$ cat config.mk
export PLATFORM = sky130hd
export DESIGN_NAME = project_select_ctrl
export DESIGN_NICKNAME = d
export VERILOG_FILES = /design/src/rtl/project_select_pkg.sv /design/src/rtl/project_select_guard_timer.sv /design/src/rtl/project_select_ctrl.sv
export SDC_FILE = /design/constraint.sdc
export NUM_CORES = 1
export LEC_CHECK = 0
export ABC_AREA = 0
export BUFFER_PORTS_ARGS = -buffer_cell sky130_fd_sc_hd__buf_2
export CORE_MARGIN = 4
export CORE_UTILIZATION = 49
export DETAILED_ROUTE_END_ITERATION = 10
export GPL_TIMING_DRIVEN = 0
export PLACE_DENSITY = 0.77
export SETUP_SLACK_MARGIN = 0.02
export SYNTH_ARGS = -nofsm -noshare
export SYNTH_HDL_FRONTEND = slang
export SYNTH_SLANG_ARGS = --single-unit
$ cat constraint.sdc
create_clock -name wb_clk_i -period 3 [get_ports wb_clk_i]
set_clock_uncertainty 0.05 [all_clocks]
set_input_delay 0 -clock wb_clk_i [delete_from_list [all_inputs] [get_ports wb_clk_i]]
set_output_delay 0 -clock wb_clk_i [all_outputs]
set_load 0.05 [all_outputs]
$ cat src/rtl/project_select_pkg.sv
`default_nettype none
// ============================================================================
// Module  : project_select_pkg
// Brief   : Shared register map, FSM encoding and index helpers for the
//           project select controller.
// Revision: 1.0  initial release
// ============================================================================
package project_select_pkg;

    // Word offsets as seen on adr[3:2]
    localparam logic [1:0] SEL_OFF   = 2'd0;
    localparam logic [1:0] STAT_OFF  = 2'd1;
    localparam logic [1:0] GUARD_OFF = 2'd2;

    localparam logic [4:0] NONE_IDX = 5'h1F;

    localparam int STAT_BUSY_BIT       = 8;
    localparam int STAT_PEND_VALID_BIT = 9;
    localparam int STAT_LA_BIT         = 10;
    localparam int STAT_PEND_LSB       = 16;

    typedef enum logic [1:0] {
        IDLE   = 2'd0,
        DRAIN  = 2'd1,
        WAIT   = 2'd2,
        ENABLE = 2'd3
    } sel_state_t;

    // Any index past the last project collapses onto the single NONE code
    function automatic logic [4:0] norm_idx(input logic [4:0] raw, input int unsigned n);
        return ({27'd0, raw} >= n) ? NONE_IDX : raw;
    endfunction

endpackage
`default_nettype wire

$ cat src/rtl/project_select_guard_timer.sv
`default_nettype none
// ============================================================================
// Module  : project_select_guard_timer
// Brief   : Loadable down-counter timing the dark interval between projects.
// Revision: 1.0  initial release
// ============================================================================
module project_select_guard_timer #(
    parameter int GUARD_W = 8
) (
    input  logic               clk,
    input  logic               rst_n,
    input  logic               load,
    input  logic [GUARD_W-1:0] load_val,
    input  logic               dec,
    output logic [GUARD_W-1:0] count,
    output logic               done
);

    localparam logic [GUARD_W-1:0] C_ONE = GUARD_W'(1);

    always_ff @(posedge clk or negedge rst_n) begin
        if (!rst_n) begin
            count <= '0;
        end else if (load) begin
            count <= load_val;
        end else if (dec && (count != '0)) begin
            count <= count - C_ONE;
        end
    end

    assign done = (count == '0);

endmodule
`default_nettype wire

$ cat src/rtl/project_select_ctrl.sv
`default_nettype none
// ============================================================================
// Module  : project_select_ctrl
// Brief   : Wishbone-mapped break-before-make selector for wrapped projects.
//           Optional LA override enabled by PROJECT_SELECT_LA_OVERRIDE_EN.
// Revision: 1.0  initial release
// ============================================================================
module project_select_ctrl
    import project_select_pkg::*;
#(
    parameter int                 NUM_PROJECTS = 2,
    parameter logic [31:0]        BASE_ADDR    = 32'h3000_0000,
    parameter int                 GUARD_W      = 8,
    parameter logic [GUARD_W-1:0] GUARD_RST    = GUARD_W'(4)
) (
    input  logic                    wb_clk_i,
    input  logic                    wb_rst_n_i,
    input  logic                    wbs_stb_i,
    input  logic                    wbs_cyc_i,
    input  logic                    wbs_we_i,
    input  logic [3:0]              wbs_sel_i,
    input  logic [31:0]             wbs_dat_i,
    input  logic [31:0]             wbs_adr_i,
    output logic                    wbs_ack_o,
    output logic [31:0]             wbs_dat_o,
    input  logic [7:0]              la_data_in,
    output logic [NUM_PROJECTS-1:0] active_o,
    output logic                    switch_done_o
);

    sel_state_t         state, state_nxt;
    logic [4:0]         current, current_nxt;
    logic [4:0]         pending, pending_nxt;
    logic               pending_valid, pending_valid_nxt;
    logic [4:0]         queued, queued_nxt;
    logic               queued_valid, queued_valid_nxt;
    logic [GUARD_W-1:0] guard;
    logic [GUARD_W-1:0] timer_count;
    logic               timer_done;

    logic [1:0]  word_off;
    logic        bus_hit, bus_wr, wb_sel_wr;
    logic [4:0]  wb_tgt, desired;
    logic        req_wr, la_flag;
    logic [4:0]  req_tgt;
    logic        fwd_valid;
    logic [4:0]  fwd_tgt;
    logic [31:0] rd_data;
    logic [4:0]  drive_idx;
    logic        drive_en;
    logic        unused_common;

    assign word_off  = wbs_adr_i[3:2];
    assign bus_hit   = wbs_stb_i & wbs_cyc_i & ~wbs_ack_o
                     & (wbs_adr_i[31:4] == BASE_ADDR[31:4]) & (word_off != 2'd3);
    assign bus_wr    = bus_hit & wbs_we_i;
    assign wb_sel_wr = bus_wr & (word_off == SEL_OFF) & wbs_sel_i[0];
    assign wb_tgt    = norm_idx(wbs_dat_i[4:0], NUM_PROJECTS);

    // Most recent requested target, whether idle, in flight or queued
    assign desired = queued_valid ? queued : (pending_valid ? pending : current);

`ifdef PROJECT_SELECT_LA_OVERRIDE_EN
    logic [4:0] la_tgt;
    logic       unused_la;
    assign la_tgt    = norm_idx(la_data_in[4:0], NUM_PROJECTS);
    assign req_wr    = la_data_in[7] & (la_tgt != desired);
    assign req_tgt   = la_tgt;
    assign la_flag   = 1'b1;
    assign unused_la = ^{wb_sel_wr, wb_tgt};
`else
    assign req_wr  = wb_sel_wr;
    assign req_tgt = wb_tgt;
    assign la_flag = 1'b0;
`endif

    assign unused_common = ^{la_data_in, wbs_dat_i, wbs_sel_i, wbs_adr_i[1:0], timer_count};

    always_comb begin
        rd_data = '0;
        case (word_off)
            SEL_OFF:   rd_data[4:0] = desired;
            STAT_OFF: begin
                rd_data[4:0]                  = current;
                rd_data[STAT_BUSY_BIT]        = (state != IDLE);
                rd_data[STAT_PEND_VALID_BIT]  = pending_valid;
                rd_data[STAT_LA_BIT]          = la_flag;
                rd_data[STAT_PEND_LSB +: 5]   = pending;
            end
            GUARD_OFF: rd_data[GUARD_W-1:0] = guard;
            default:   rd_data = '0;
        endcase
    end

    // Read data is zero outside the ack cycle so it can be OR-ed onto the bus
    always_ff @(posedge wb_clk_i or negedge wb_rst_n_i) begin
        if (!wb_rst_n_i) begin
            wbs_ack_o <= 1'b0;
            wbs_dat_o <= '0;
            guard     <= GUARD_RST;
        end else begin
            wbs_ack_o <= bus_hit;
            wbs_dat_o <= (bus_hit && !wbs_we_i) ? rd_data : '0;
            if (bus_wr && (word_off == GUARD_OFF)) begin
                for (int b = 0; b < GUARD_W; b++) begin
                    if (wbs_sel_i[b/8]) guard[b] <= wbs_dat_i[b];
                end
            end
        end
    end

    project_select_guard_timer #(
        .GUARD_W (GUARD_W)
    ) u_guard_timer (
        .clk      (wb_clk_i),
        .rst_n    (wb_rst_n_i),
        .load     (state == DRAIN),
        .load_val (guard),
        .dec      (state == WAIT),
        .count    (timer_count),
        .done     (timer_done)
    );

    assign fwd_valid = req_wr | queued_valid;
    assign fwd_tgt   = req_wr ? req_tgt : queued;

    always_ff @(posedge wb_clk_i or negedge wb_rst_n_i) begin
        if (!wb_rst_n_i) begin
            state         <= IDLE;
            current       <= NONE_IDX;
            pending       <= '0;
            pending_valid <= 1'b0;
            queued        <= '0;
            queued_valid  <= 1'b0;
        end else begin
            state         <= state_nxt;
            current       <= current_nxt;
            pending       <= pending_nxt;
            pending_valid <= pending_valid_nxt;
            queued        <= queued_nxt;
            queued_valid  <= queued_valid_nxt;
        end
    end

    always_comb begin
        state_nxt         = state;
        current_nxt       = current;
        pending_nxt       = pending;
        pending_valid_nxt = pending_valid;
        queued_nxt        = queued;
        queued_valid_nxt  = queued_valid;
        case (state)
            IDLE: begin
                if (req_wr && (req_tgt != current)) begin
                    pending_nxt       = req_tgt;
                    pending_valid_nxt = 1'b1;
                    state_nxt         = DRAIN;
                end
            end
            DRAIN, WAIT: begin
                if (req_wr) begin
                    queued_nxt       = req_tgt;
                    queued_valid_nxt = 1'b1;
                end
                if (state == DRAIN)  state_nxt = WAIT;
                else if (timer_done) state_nxt = ENABLE;
            end
            ENABLE: begin
                // A request that arrived mid-switch chains straight into a new drain
                current_nxt      = pending;
                queued_valid_nxt = 1'b0;
                if (fwd_valid && (fwd_tgt != pending)) begin
                    pending_nxt = fwd_tgt;
                    state_nxt   = DRAIN;
                end else begin
                    pending_valid_nxt = 1'b0;
                    state_nxt         = IDLE;
                end
            end
            default: state_nxt = IDLE;
        endcase
    end

    assign drive_en      = (state == IDLE) || (state == ENABLE);
    assign drive_idx     = (state == ENABLE) ? pending : current;
    assign switch_done_o = (state == ENABLE);

    for (genvar i = 0; i < NUM_PROJECTS; i++) begin : g_active
        assign active_o[i] = drive_en && (drive_idx == 5'(i));
    end

endmodule
`default_nettype wire

Word level (Yosys, flattened, before mapping)
Index checks and enable logic that the tools add are counted.

storage, ports and cells
  register bits after elaboration = 57
  input bits = 81
  logic and storage cells = 85

cells by class
  $add $sub $neg = 1
  order comparisons = 1
  eq/ne operators = 15
  muxes and demuxes = 25
  bitwise gates (word level) = 9
  reductions and logical operators = 24

operator list
  cell                    number
  $mux W5                 8
  $eq A28 B26 Y1 const B  1
  $mux W21                1
  $mux W8                 2
  $pmux W5 S3             1
  $ne A5 B5 Y1            2
  $pmux W5 S2             1
  $logic_not A8 Y1        1
  $mux W2                 4
  $ne A2 B2 Y1 const B    4
  $reduce_bool A2 Y1      4
  $reduce_bool A8 Y1      1
  $sub A8 B1 Y8 const B   1
  $and A1 B1 Y1           7
  $logic_and A1 B1 Y1     7
  $eq A2 B2 Y1 const B    3
  $pmux W2 S3             1
  $reduce_and A2 Y1       3
  $reduce_and A3 Y1       2
  $eq A5 B1 Y1 const B    1
  $ge A5 B2 Y1 const B    1
  $logic_not A5 Y1        1
  $eq A2 B1 Y1 const B    2
  $logic_not A2 Y1        2
  10 further kinds        14

Longest topological paths before layout
  depth in word-level cells = 12
  mapped depth = 8
  depth with buffers taken out = 8

Cells and area by module
From an unflattened synthesis, not the netlist that was laid out.

unflattened totals
  cells, all modules = 319
  area total of the unflattened synthesis = 3078.0 um2

by module, submodules not included
  module                      times used  cells an instance  area an instance (um2)
  project_select_ctrl         1           251                2502.4
  project_select_guard_timer  1           68                 575.6

Worst setup path before layout
OpenSTA, ideal clock, no wires.

  path type = flip-flop to output port
  start = reg state[0]
  end = out active_o[0]
  data arrival time = 2.980 ns
  required time = 2.950 ns
  setup slack = -0.030 ns
  cell stages (with the launch flop) = 5
  cell sequence = dfrtp_1 > ha_1 > mux2_2 > or4_1 > nor3_1

between the ends
  word-level cells in the longest chain between the ends = 4
  elaborated cells on any way between the ends = 6
  those cells by class = eq/ne (1); mux (1); reduce/logical (4)

ends and longest elaborated chain
  item                     RTL line                    text
  start, declared          project_select_ctrl.sv:31   sel_state_t state, state_nxt;
  start signal, assigned   project_select_ctrl.sv:136  state <= state_nxt;
  $eq A2 B2 Y1 *           n/a
  named net switch_done_o  project_select_ctrl.sv:28   output logic switch_done_o
  $mux W5                  project_select_ctrl.sv:185  assign drive_idx = (state == ENABLE) ? pending : current;
  $logic_not A5 Y1         project_select_ctrl.sv:189  assign active_o[i] = drive_en && (drive_idx == 5'(i));
  $logic_and A1 B1 Y1 *    project_select_ctrl.sv:189
  end, declared            project_select_ctrl.sv:27   output logic [NUM_PROJECTS-1:0] active_o,

Mark *: on every way through the listed nets, which the timed path passes. The rest lies on a longest branch.

Worst setup path after layout
  start = in wbs_dat_i[4]
  end = reg pending[0]

between the ends
  word-level cells in the longest chain between the ends = 7
  elaborated cells on any way between the ends = 13
  those cells by class = order compare (1); eq/ne (4); mux (5); reduce/logical (3)

ends and longest elaborated chain
  item                         RTL line                    text
  start, declared              project_select_ctrl.sv:22   input logic [31:0] wbs_dat_i,
  $ge A5 B2 Y1                 project_select_pkg.sv:31    return ({27'd0, raw} >= n) ? NONE_IDX : raw;
  $mux W5 *                    project_select_pkg.sv:31
  $mux W5                      project_select_ctrl.sv:125  assign fwd_tgt = req_wr ? req_tgt : queued;
  $ne A5 B5 Y1                 project_select_ctrl.sv:172  if (fwd_valid && (fwd_tgt != pending)) begin
  $logic_and A1 B1 Y1          project_select_ctrl.sv:172
  $ne A2 B1 Y1 (no line)       n/a
  $reduce_and A3 Y1 (no line)  n/a
  end signal, assigned         project_select_ctrl.sv:138  pending <= pending_nxt;
  end, declared                project_select_ctrl.sv:33   logic [4:0] pending, pending_nxt;

Every way passes the cells marked *; elsewhere a longest branch is shown, timed or not. The select of a mux whose other input is x is not followed.
A chain may end at the register's enable or synchronous reset.

==> flow_metrics.tcl <==
set metrics [dict create \
    run_status "finished clean" \
    path_cells "dlygate4sd3_1 > buf_2 > nor4_1 > nor2_1 > o22ai_1 > nand3_2 > o21a_1 > a31o_2 > a221o_1" \
    hold_violations 0 \
    pre_cts_ws_ps 118.2 \
    io_buffers 62 \
    cts_made_buffers 5 \
    fin_crit_sh_pct 91.06 \
    p_switching_mw 0.3510 \
    grt_pass1_vias 2424 \
    die-area_sq_um 7219 \
    antenna_cells 0 \
    p_int_mw 0.9493 \
    globalplace.congestion 0.8986 \
    final.setup.tns_ps 0 \
    overflow 0 \
    totalWireLength_mm 6.772 \
    r2r-end "pending[1]" \
    switching_share_pct 27.00 \
    fin_nets 479 \
    vias_per_cell 5.346 \
    drive_gt1_share_pct 30.03 \
    die_height_um 84.97 \
    fin_ws_ps 268.3 \
    start_util_pct 51.45 \
    syn2layout_area_growth_pct 22.50 \
    leakage_nw 1.782 \
    worstSkewPairLatency_ps 300 \
    holdPathStages 3 \
    ant_nets 0 \
    grt_max_degree 52 \
    clock_path_buffers 2 \
    rows 27 \
    pwr-share-comb_pct 15.2 \
    worst-setup-path-type "in2reg" \
    synth.avg_cell_area_sq_um 9.807 \
    slew_violations 0 \
    crit_buf_inv 2 \
    start_kind "input port" \
    drt_iter0_drc 211 \
    p_total_mw 1.300 \
    fmax_mhz 366.1 \
    antenna_found_initial 0 \
    die_w_um 84.97 \
    rsz0062_at_grt "false" \
    critPathCaptureType "flip-flop" \
    ys_seq_area_share_pct 44.22 \
    clkPwrFrac_pct 29.5 \
    r2r_setup_slack_ps 330 \
    cts_max_level 2 \
    crit_arrival_ps 2870 \
    fp.coreArea_sq_um 5642 \
    grtUsageTotal_pct 19.76 \
    slowest_delay_ps 870 \
    cp_data_required_time_ps 3140 \
    drt-pass1-iter-count 5 \
    synth_top_flop_cell "dfrtp_1" \
    worstMarginPinSlew_ps 1074 \
    timing.final.crit_period_ps 2732 \
    post_drt_wl_per_cell_um 14.56 \
    path_delay_family "simple AND/OR/NAND/NOR gates" \
    cts_tree "built" \
    worstHoldPathType "in2reg" \
    dr_total_vias 2486 \
    holdWs_ps 5.083 \
    design_area_sq_um 3556 \
    synth.distinct_cells 58 \
    slowest_stage "nor4_1" \
    grt_pass1_wl_mm 11.47 \
    seq_power_share_pct 55.4 \
    maxCapViolations 0 \
    clock-sinks 51 \
    hold_path.startpoint "wbs_we_i" \
    r2r-start "wbs_ack_o" \
    placed_area_sq_um 3363 \
    setup_viol 0 \
    synthCells 296 \
    r2r_cells 7 \
    ys.warnings.count 0 \
    syn-cell-area_sq_um 2903 \
    place_hpwl_mm 5.223 \
    cts.clk_slew.worst_paths_ps 90 \
    synth_edf_count 0 \
    io_pins 117 \
    synth_seq_cells 51 \
    remaining_drc_errors 0 \
    slew_headroom_pct 28.38 \
    worstPathMaxFanout 5 \
    hold_path_end "wbs_dat_o[5]" \
    cts_root_buf "clkbuf_8" \
    synthArstFlopShare_pct 100.0 \
    ir_drop_v 0.0002544 \
    p_per_area_nw_per_um2 365.7 \
]
[power by group through the flow]
| stage | Combinational, mW | Clock [mW] | Sequential, mW |
|---|---|---|---|
| after global placement | 0.183 | 0 | 0.733 |
| after detailed placement | 0.187 | 0 | 0.733 |
| final | 0.197 | 0.383 | 0.720 |
| after floorplan | 0.132 | 0 | 0.729 |
| after global routing | 0.215 | 0.427 | 0.723 |
| after CTS | 0.198 | 0.394 | 0.719 |
[worst reg2reg max path, stage by stage, from the launching register on]
cell and delay (ps):
dfrtp_1 410, nor4bb_1 390, nand4_2 200, nor3_4 230, mux2_4 340, nor4b_4 410, o311ai_2 210, a32o_1 310
[final cells by class]
| type | count | area, sq um |
|---|---|---|
| fill | 464 | 2086 |
| multi-input combinational | 225 | 1470 |
| sequential | 51 | 1284 |
| timing repair buffer | 73 | 417.9 |
| buffer | 28 | 178.9 |
| tap | 72 | 90.09 |
| clock buffer | 6 | 72.57 |
| inverter | 8 | 30.03 |
| clock inverter | 2 | 12.51 |
[flip-flops by register name, indices dropped and copies added, names as in the netlist]
signal and cells:
guard 8, wbs_dat_o 15, queued_valid 1, pending_valid 1, pending 5, wbs_ack_o 1, state 2, current 5
queued 5, u_guard_timer.count 8
[synthesized netlist by cell type (2+ instances only)]
cell      instances  area, sq um
and2_1            8        50.05
o21a_1            6        45.04
and3_1            6        37.54
o21ai_0          16        80.08
a31oi_1           5        31.28
xor2_1            2        17.52
and4_1            2        17.52
mux2i_1           7        70.07
nor2b_1           2        12.51
buf_4            17        127.6
xnor2_1           6        52.55
nor2_1           23        86.33
nand4_1           2        12.51
nor4_1           11        68.82
nor4_2            2        25.02
inv_1             8        30.03
ha_1              6        75.07
nor3_1            8        40.04
or2_2             4        25.02
or4_1             3        22.52
and3b_1           2        17.52
mux2_2            6        67.56
mux2_1            5        56.30
nand2_1          23        86.33
clkbuf_1          7        26.28
nand3_1           3        15.01
o21ai_1           2        10.01
nor3b_1           2        15.01
dfrtp_1          45         1126
dfstp_2           6        157.7
a32o_1            3        30.03
a21oi_1          22        110.1
[metrics by stage]
step           cells  utilization, %
2_1_floorplan    312               -
3_3_place_gp     446           59.61
3_5_place_dp     446           59.61
4_1_cts          464           62.90
5_1_grt          465           63.03
6_report         465           63.03
[routing by layer]
layer / global-route usage (%) / routed length, um / vias up
li1: - / - / 1217
met1: 27.70 / 3138 / 1155
met2: 31.71 / 3077 / 105
met3: 3.107 / 470 / 9
met4: 5.612 / 86 / 0
met5: 0 / 0 / -
[how the worst max path moves through the flow]
| stage | slack (ps) | endpoint | depth (start not counted) | from |
|---|---|---|---|---|
| after floorplan | -30 | active_o[0] | 4 | state[0] |
| after CTS | 100 | pending[3] | 7 | wbs_ack_o |
| after detailed placement | 120 | pending[3] | 7 | wbs_ack_o |
| after global placement | 120 | pending[3] | 7 | wbs_ack_o |
| final | 270 | pending[0] | 9 | wbs_dat_i[4] |
| after global routing | 130 | pending[1] | 10 | wbs_dat_i[1] |
[placed cells by master, fill, tap and decap left out, types with 7 or more instances in the layout]
master and n:
nor2_1 23, nand2_1 23, a21oi_1 22, mux2i_1 7, clkbuf_1 8, dlygate4sd3_1 10, o21ai_0 16, nor3_1 8
inv_1 8, nor4_1 11, buf_2 63, buf_4 18, and2_1 8, conb_1 17, dfrtp_1 45
[timing repair]
action | 4_1_cts | 5_1_grt
hold buffers | 10 | 0
hold endpoints to repair | 54 | 0
setup endpoints to repair | 0 | 4
gates resized for setup | 0 | 0
buffers inserted | 0 | 1
[cells by family after synthesis]
logic type      Yosys count  synth area share [%]
buf+inv                  36                 7.198
simple gates            112                 22.50
compound gates           62                 13.19
flops                    51                 44.22
mux                      19                 7.198
other cells               1                0.1292
fa+ha+maj                 6                 2.586
xor+xnor                  9                 2.974
(Power assumes the default switching activity.)
